<file path="src/rtl/counter_arbiter_if.sv">
// Requester-side handshake bundle for counter_arbiter: two request lines,
// one opcode per requester, one-hot grant and one-cycle done pulses.
interface counter_arbiter_if;
    logic [1:0] req;
    logic [2:0] op0;
    logic [2:0] op1;
    logic [1:0] gnt;
    logic [1:0] done;

    // requester side drives requests/opcodes and watches grant/done
    modport master (
        output req, op0, op1,
        input  gnt, done
    );

    // arbiter side
    modport slave (
        input  req, op0, op1,
        output gnt, done
    );
endinterface

</file>
<file path="src/rtl/counter_arbiter.sv">
// Shares one COUNT-bit up/down counter between two requesters.
// Round-robin arbitration, one operation per grant, IDLE->GRANT->EXEC->DONE.
// freeze stalls everything; saturation selects clamp vs modulo arithmetic.
module counter_arbiter #(
    parameter int COUNT       = 4,
    parameter int INCREMENT_1 = 1,
    parameter int INCREMENT_3 = 3,
    parameter int START       = 0,
    parameter int END         = 15
) (
    input  logic                 clk_2,
    input  logic                 rst_n,
    counter_arbiter_if.slave     bus,
    input  logic                 freeze,
    input  logic                 saturation,
    output logic                 busy,
    output logic [COUNT-1:0]     counter,
    output logic                 last_owner
);

    typedef enum logic [1:0] {
        S_IDLE  = 2'd0,
        S_GRANT = 2'd1,
        S_EXEC  = 2'd2,
        S_DONE  = 2'd3
    } state_t;

    localparam logic [2:0] OP_NOP   = 3'd0;
    localparam logic [2:0] OP_INC1  = 3'd1;
    localparam logic [2:0] OP_INC3  = 3'd2;
    localparam logic [2:0] OP_DEC1  = 3'd3;
    localparam logic [2:0] OP_DEC3  = 3'd4;
    localparam logic [2:0] OP_CLEAR = 3'd5;

    // arithmetic runs one bit wider so carry/borrow is visible for clamping
    localparam logic [COUNT:0]   STEP_S  = (COUNT+1)'(INCREMENT_1);
    localparam logic [COUNT:0]   STEP_L  = (COUNT+1)'(INCREMENT_3);
    localparam logic [COUNT:0]   END_W   = (COUNT+1)'(END);
    localparam logic [COUNT-1:0] START_V = COUNT'(START);
    localparam logic [COUNT-1:0] END_V   = COUNT'(END);

    state_t           state, state_nxt;
    logic             winner;
    logic             arb_pick;
    logic [2:0]       op_q;
    logic [COUNT-1:0] counter_nxt;
    logic [COUNT:0]   wide_cnt;
    logic [1:0]       gnt_c;
    logic [1:0]       done_c;

    // upward result: clamp to END in saturating mode, else drop the carry
    function automatic logic [COUNT-1:0] fold_up(input logic [COUNT:0] v, input logic sat);
        if (sat && (v > END_W))
            return END_V;
        return v[COUNT-1:0];
    endfunction

    // downward result: a set MSB means the subtraction borrowed below zero
    function automatic logic [COUNT-1:0] fold_dn(input logic [COUNT:0] v, input logic sat);
        if (sat && (v[COUNT] || (v[COUNT-1:0] < START_V)))
            return START_V;
        return v[COUNT-1:0];
    endfunction

    // sole requester wins; on a tie the one that did not go last wins
    always_comb begin
        arb_pick = bus.req[1];
        if (bus.req == 2'b11)
            arb_pick = ~last_owner;
    end

    // state register
    always_ff @(posedge clk_2 or negedge rst_n) begin
        if (!rst_n)
            state <= S_IDLE;
        else
            state <= state_nxt;
    end

    // next-state: freeze holds the current state
    always_comb begin
        state_nxt = state;
        if (!freeze) begin
            unique case (state)
                S_IDLE:  if (|bus.req) state_nxt = S_GRANT;
                S_GRANT: state_nxt = bus.req[winner] ? S_EXEC : S_IDLE;
                S_EXEC:  state_nxt = S_DONE;
                S_DONE:  state_nxt = S_IDLE;
                default: state_nxt = S_IDLE;
            endcase
        end
    end

    // outputs decoded from the registered state; done is masked while frozen
    always_comb begin
        gnt_c  = '0;
        done_c = '0;
        busy   = (state != S_IDLE);
        unique case (state)
            S_GRANT, S_EXEC: gnt_c[winner] = 1'b1;
            S_DONE:          if (!freeze) done_c[winner] = 1'b1;
            default: ;
        endcase
    end

    assign bus.gnt  = gnt_c;
    assign bus.done = done_c;

    // counter result for the latched opcode; saturation only matters in EXEC
    always_comb begin
        wide_cnt    = {1'b0, counter};
        counter_nxt = counter;
        unique case (op_q)
            OP_INC1:  counter_nxt = fold_up(wide_cnt + STEP_S, saturation);
            OP_INC3:  counter_nxt = fold_up(wide_cnt + STEP_L, saturation);
            OP_DEC1:  counter_nxt = fold_dn(wide_cnt - STEP_S, saturation);
            OP_DEC3:  counter_nxt = fold_dn(wide_cnt - STEP_L, saturation);
            OP_CLEAR: counter_nxt = START_V;
            default:  counter_nxt = counter;
        endcase
    end

    // datapath registers advance with the FSM, all held under freeze
    always_ff @(posedge clk_2 or negedge rst_n) begin
        if (!rst_n) begin
            winner     <= 1'b0;
            op_q       <= OP_NOP;
            counter    <= START_V;
            last_owner <= 1'b1;
        end else if (!freeze) begin
            unique case (state)
                S_IDLE:  if (|bus.req) winner <= arb_pick;
                S_GRANT: if (bus.req[winner]) op_q <= winner ? bus.op1 : bus.op0;
                S_EXEC:  counter <= counter_nxt;
                S_DONE:  last_owner <= winner;
                default: ;
            endcase
        end
    end

endmodule
</file>
<file path="src/flat_wrapper.sv">
// flat-port wrapper written by rule: the top's interface ports become plain ports
module counter_arbiter_flat 
#(
    parameter int COUNT       = 4,
    parameter int INCREMENT_1 = 1,
    parameter int INCREMENT_3 = 3,
    parameter int START       = 0,
    parameter int END         = 15
)
  (clk_2, rst_n, freeze, saturation, busy, counter, last_owner, bus_req, bus_op0, bus_op1, bus_gnt, bus_done);
  counter_arbiter_if bus_i ();
  input  logic clk_2;
  input  logic rst_n;
  input  logic freeze;
  input  logic saturation;
  output logic busy;
  output logic [COUNT-1:0] counter;
  output logic last_owner;
  input wire logic [$bits(bus_i.req)-1:0] bus_req;
  input wire logic [$bits(bus_i.op0)-1:0] bus_op0;
  input wire logic [$bits(bus_i.op1)-1:0] bus_op1;
  output wire logic [$bits(bus_i.gnt)-1:0] bus_gnt;
  output wire logic [$bits(bus_i.done)-1:0] bus_done;
  assign bus_i.req = bus_req;
  assign bus_i.op0 = bus_op0;
  assign bus_i.op1 = bus_op1;
  assign bus_gnt = bus_i.gnt;
  assign bus_done = bus_i.done;
  counter_arbiter #(.COUNT(COUNT), .INCREMENT_1(INCREMENT_1), .INCREMENT_3(INCREMENT_3), .START(START), .END(END)) u_core (.clk_2(clk_2), .rst_n(rst_n), .bus(bus_i), .freeze(freeze), .saturation(saturation), .busy(busy), .counter(counter), .last_owner(last_owner));
endmodule
</file>
<file path="config.mk">
export PLATFORM = sky130hd
export DESIGN_NAME = counter_arbiter_flat
export DESIGN_NICKNAME = d
export VERILOG_FILES = /design/src/rtl/counter_arbiter_if.sv /design/src/rtl/counter_arbiter.sv /design/src/flat_wrapper.sv
export SDC_FILE = /design/constraint.sdc
export NUM_CORES = 1
export LEC_CHECK = 0
export CAP_MARGIN = 25
export CORE_ASPECT_RATIO = 1.2
export CORE_MARGIN = 1
export CORE_UTILIZATION = 25
export CTS_BUF_LIST = sky130_fd_sc_hd__clkbuf_16
export DETAILED_ROUTE_END_ITERATION = 7
export GPL_ROUTABILITY_DRIVEN = 0
export SLEW_MARGIN = 25
export SYNTH_ARGS = -nofsm -noshare
export SYNTH_HDL_FRONTEND = slang
export SYNTH_SLANG_ARGS = --single-unit
export TNS_END_PERCENT = 50
</file>
<file path="constraint.sdc">
create_clock -name clk_2 -period 3.38 [get_ports clk_2]
set_input_delay 0.338 -clock clk_2 [delete_from_list [all_inputs] [get_ports clk_2]]
set_output_delay 0.338 -clock clk_2 [all_outputs]
set_load 0.02 [all_outputs]
</file>
==> results.py <==
metrics = {
    "timing": {
        "finalSetupTns_ns": 0,
        "rsz0062_at_grt": "no",
        "hold_violations": 0,
        "worst_slack_ns": 1.11,
        "fin_crit_sh_pct": 67.2,
        "fmax_ghz": 0.440,
        "finClkSkew_ns": 0.00169,
        "setup_viol": 0,
        "relSlewSlack_pct": 65.4,
        "worstMarginPinSlew_ns": 0.517,
        "min_period_ns": 2.27,
        "slew_violations": 0,
        "fin_hold_ws_ns": 0.453,
    },
    "drt": {
        "detail-route-antenna-nets": 0,
        "drt_iter0_drc": 38,
        "drcViolationCount": 0,
        "num_vias": 940,
        "wl_um": 2270,
        "firstDrtPassIters": 4,
        "wire_per_inst_um": 12.1,
        "via_per_inst": 5.00,
    },
    "global_route": {
        "overflow": 0,
        "antenna_found_initial": 0,
        "grt_pass1_wl_um": 3860,
        "grt_max_degree": 16,
        "grtUsageTotal_pct": 11.9,
        "grt_pass1_vias": 898,
    },
    "critical_path": {
        "r2r_start": "u_core.counter[0]",
        "worstPathRequired_ns": 3.50,
        "path_delay_family": "compound AO/OA/AOI/OAI gates",
        "crit_end": "u_core.counter[1]",
        "ff2ff_setup_slack_ns": 1.11,
        "slowest_stage": "or4_1",
        "cp-start-kind": "flip-flop",
        "cp_cell_sequence": "inv_1 -> ha_1 -> or4_1 -> o22ai_2 -> a41oi_2 -> a221oi_1",
        "path_depth": 6,
        "end_kind": "flip-flop",
        "worstPathArrival_ns": 2.39,
        "cp_max_fo": 10,
        "path_buf_inv": 1,
        "critPathKind": "flip-flop to flip-flop",
        "worstRegToRegCells": 6,
        "critPathMaxStageDelay_ns": 0.54,
        "cp-startpoint": "u_core.counter[0]",
        "r2r-end": "u_core.counter[1]",
    },
    "synth": {
        "synth_common_cells": "13 x nor2_1, 10 x dfrtp_1, 9 x a21oi_1",
        "synthTopCellsByArea": "dfrtp_1 26%, ha_1 9.1%, nor2_1 5.1%",
        "syn_avg_cell_area_um2": 8.42,
        "syn_area_um2": 960,
        "netlist.area_leader.share_pct": 26.1,
        "synth_seq_cells": 11,
        "synth_edf_count": 0,
        "ys_types": 43,
        "yosysMostFrequentCell": "nor2_1",
        "synthFlopType": "dfrtp_1",
        "synth-warning-count": 0,
        "seq_area_frac_synth_pct": 28.8,
        "syn_nets": 133,
        "syn_inst": 114,
        "synthArstFlopShare_pct": 100,
        "synth_largest_area_cell": "dfrtp_1",
    },
    "die": {
        "pin_count": 22,
        "die_h_um": 69.9,
        "start_util_pct": 26.2,
        "num_rows": 24,
        "die_w_um": 58.6,
        "coreArea_um2": 3660,
        "dieArea_um2": 4090,
    },
    "cts": {
        "cts_hold_buf": 0,
        "insertion_delay_ns": 0.23,
        "cts_resized": 0,
        "clock-sinks": 11,
        "cts_made_buffers": 3,
        "cts_tree": "done",
        "path_clk_slew_ns": 0.04,
        "postCtsSetupBuffers": 0,
        "htreeDepth": 1,
        "clk_root_buffer_cell": "clkbuf_16",
        "cts_max_path_buffers": 2,
    },
    "final_layout": {
        "stdcell_count": 188,
        "post-route-util_pct": 35.4,
        "post_route_cells_drive_above_1_share_pct": 7.35,
        "n_antenna_cell": 0,
        "multi_input_area_um2": 637,
        "nNetsFinal": 156,
        "syn_to_final_growth_pct": 35.2,
        "postLayoutCellArea_um2": 1300,
        "register_area_um2": 277,
        "fillers": 404,
    },
    "pwr": {
        "vdd_ir_drop_max_v": 0.000322,
        "power_density_nw_per_um2": 966,
        "finalPower_mw": 1.25,
        "total_leakage_power_nw": 0.548,
    },
    "place": {
        "numPortBuffers": 21,
        "postPlaceCellArea_um2": 1220,
        "dp_cells": 184,
        "place_ws_ns": 1.11,
        "dp_hpwl_um": 1740,
    },
    "job": {
        "drv_cap": 0,
    },
    "worst_hold_path": {
        "min_path_type": "primary input to asynchronous set/reset pin",
    },
    "run_status": {
        "status": "complete, no violations",
    },
}
## layer usage
layer	vias up	GRT usage [%]	share of wire [%]
met3	4	1.67	4.4
li1	461	-	-
met1	433	15.8	47
met2	42	19.7	47
met5	-	0	0
met4	0	3.97	1.5
## worst min-delay path by stage
stage                                             to  slack [ns]              start  cells after the start
final                              u_core.counter[1]        0.45              rst_n                      1
after global routing                   u_core.winner        0.49              rst_n                      1
after CTS                 asynchronous set/reset pin        0.48              rst_n                      1
after detailed placement           u_core.last_owner        0.52  u_core.last_owner                      1
after global placement             u_core.last_owner        0.51  u_core.last_owner                      1
after floorplan           asynchronous set/reset pin        0.04              rst_n                      0
## flip-flops by register name, summed over array words and instances (netlist names), named ones only
signal / cells
u_core.state: 1
u_core.op_q: 3
u_core.last_owner: 1
u_core.counter: 4
u_core.winner: 1
## report_power, final
group	switching [mW]	internal (mW)	leakage, nW	total (mW)
Sequential	0.141	0.198	0.124	0.340
Combinational	0.370	0.336	0.381	0.706
Clock	0.0523	0.155	0.0423	0.207
## final cells by class
type / instances / area share (%)
clock buffer: 3 / 5.79
clock inverter: 1 / 0.289
inverter: 8 / 2.31
multi-input combinational: 92 / 49.1
sequential: 11 / 21.3
tap: 52 / 5.01
timing repair buffer: 21 / 16.2
## cell families after synthesis
group,after synthesis,synth area share [%]
and+or+nand+nor,45,25.3
AOI/OAI and AO/OA,31,22.9
buffers and inverters,11,4.82
DFF,11,28.8
adders and majority gates,7,9.13
muxes,5,5.35
xor gates and xnor gates,4,3.65
## cells in the final DEF, fill, tap and decap left out, types with 2 or more instances in the layout
master,instances
clkdlybuf4s50_1,21
nor2_1,13
dfrtp_1,10
inv_1,9
a21oi_1,9
nand2_1,8
ha_1,7
o21ai_0,5
nor2b_1,4
mux2i_1,4
nand2b_1,3
nand3_1,3
clkbuf_16,3
and2_1,2
xor2_1,2
xnor2_1,2
a211o_1,2
nand4_1,2
o22ai_1,2
nor3b_1,2
a21oi_2,2
(Power assumes the default switching activity.)
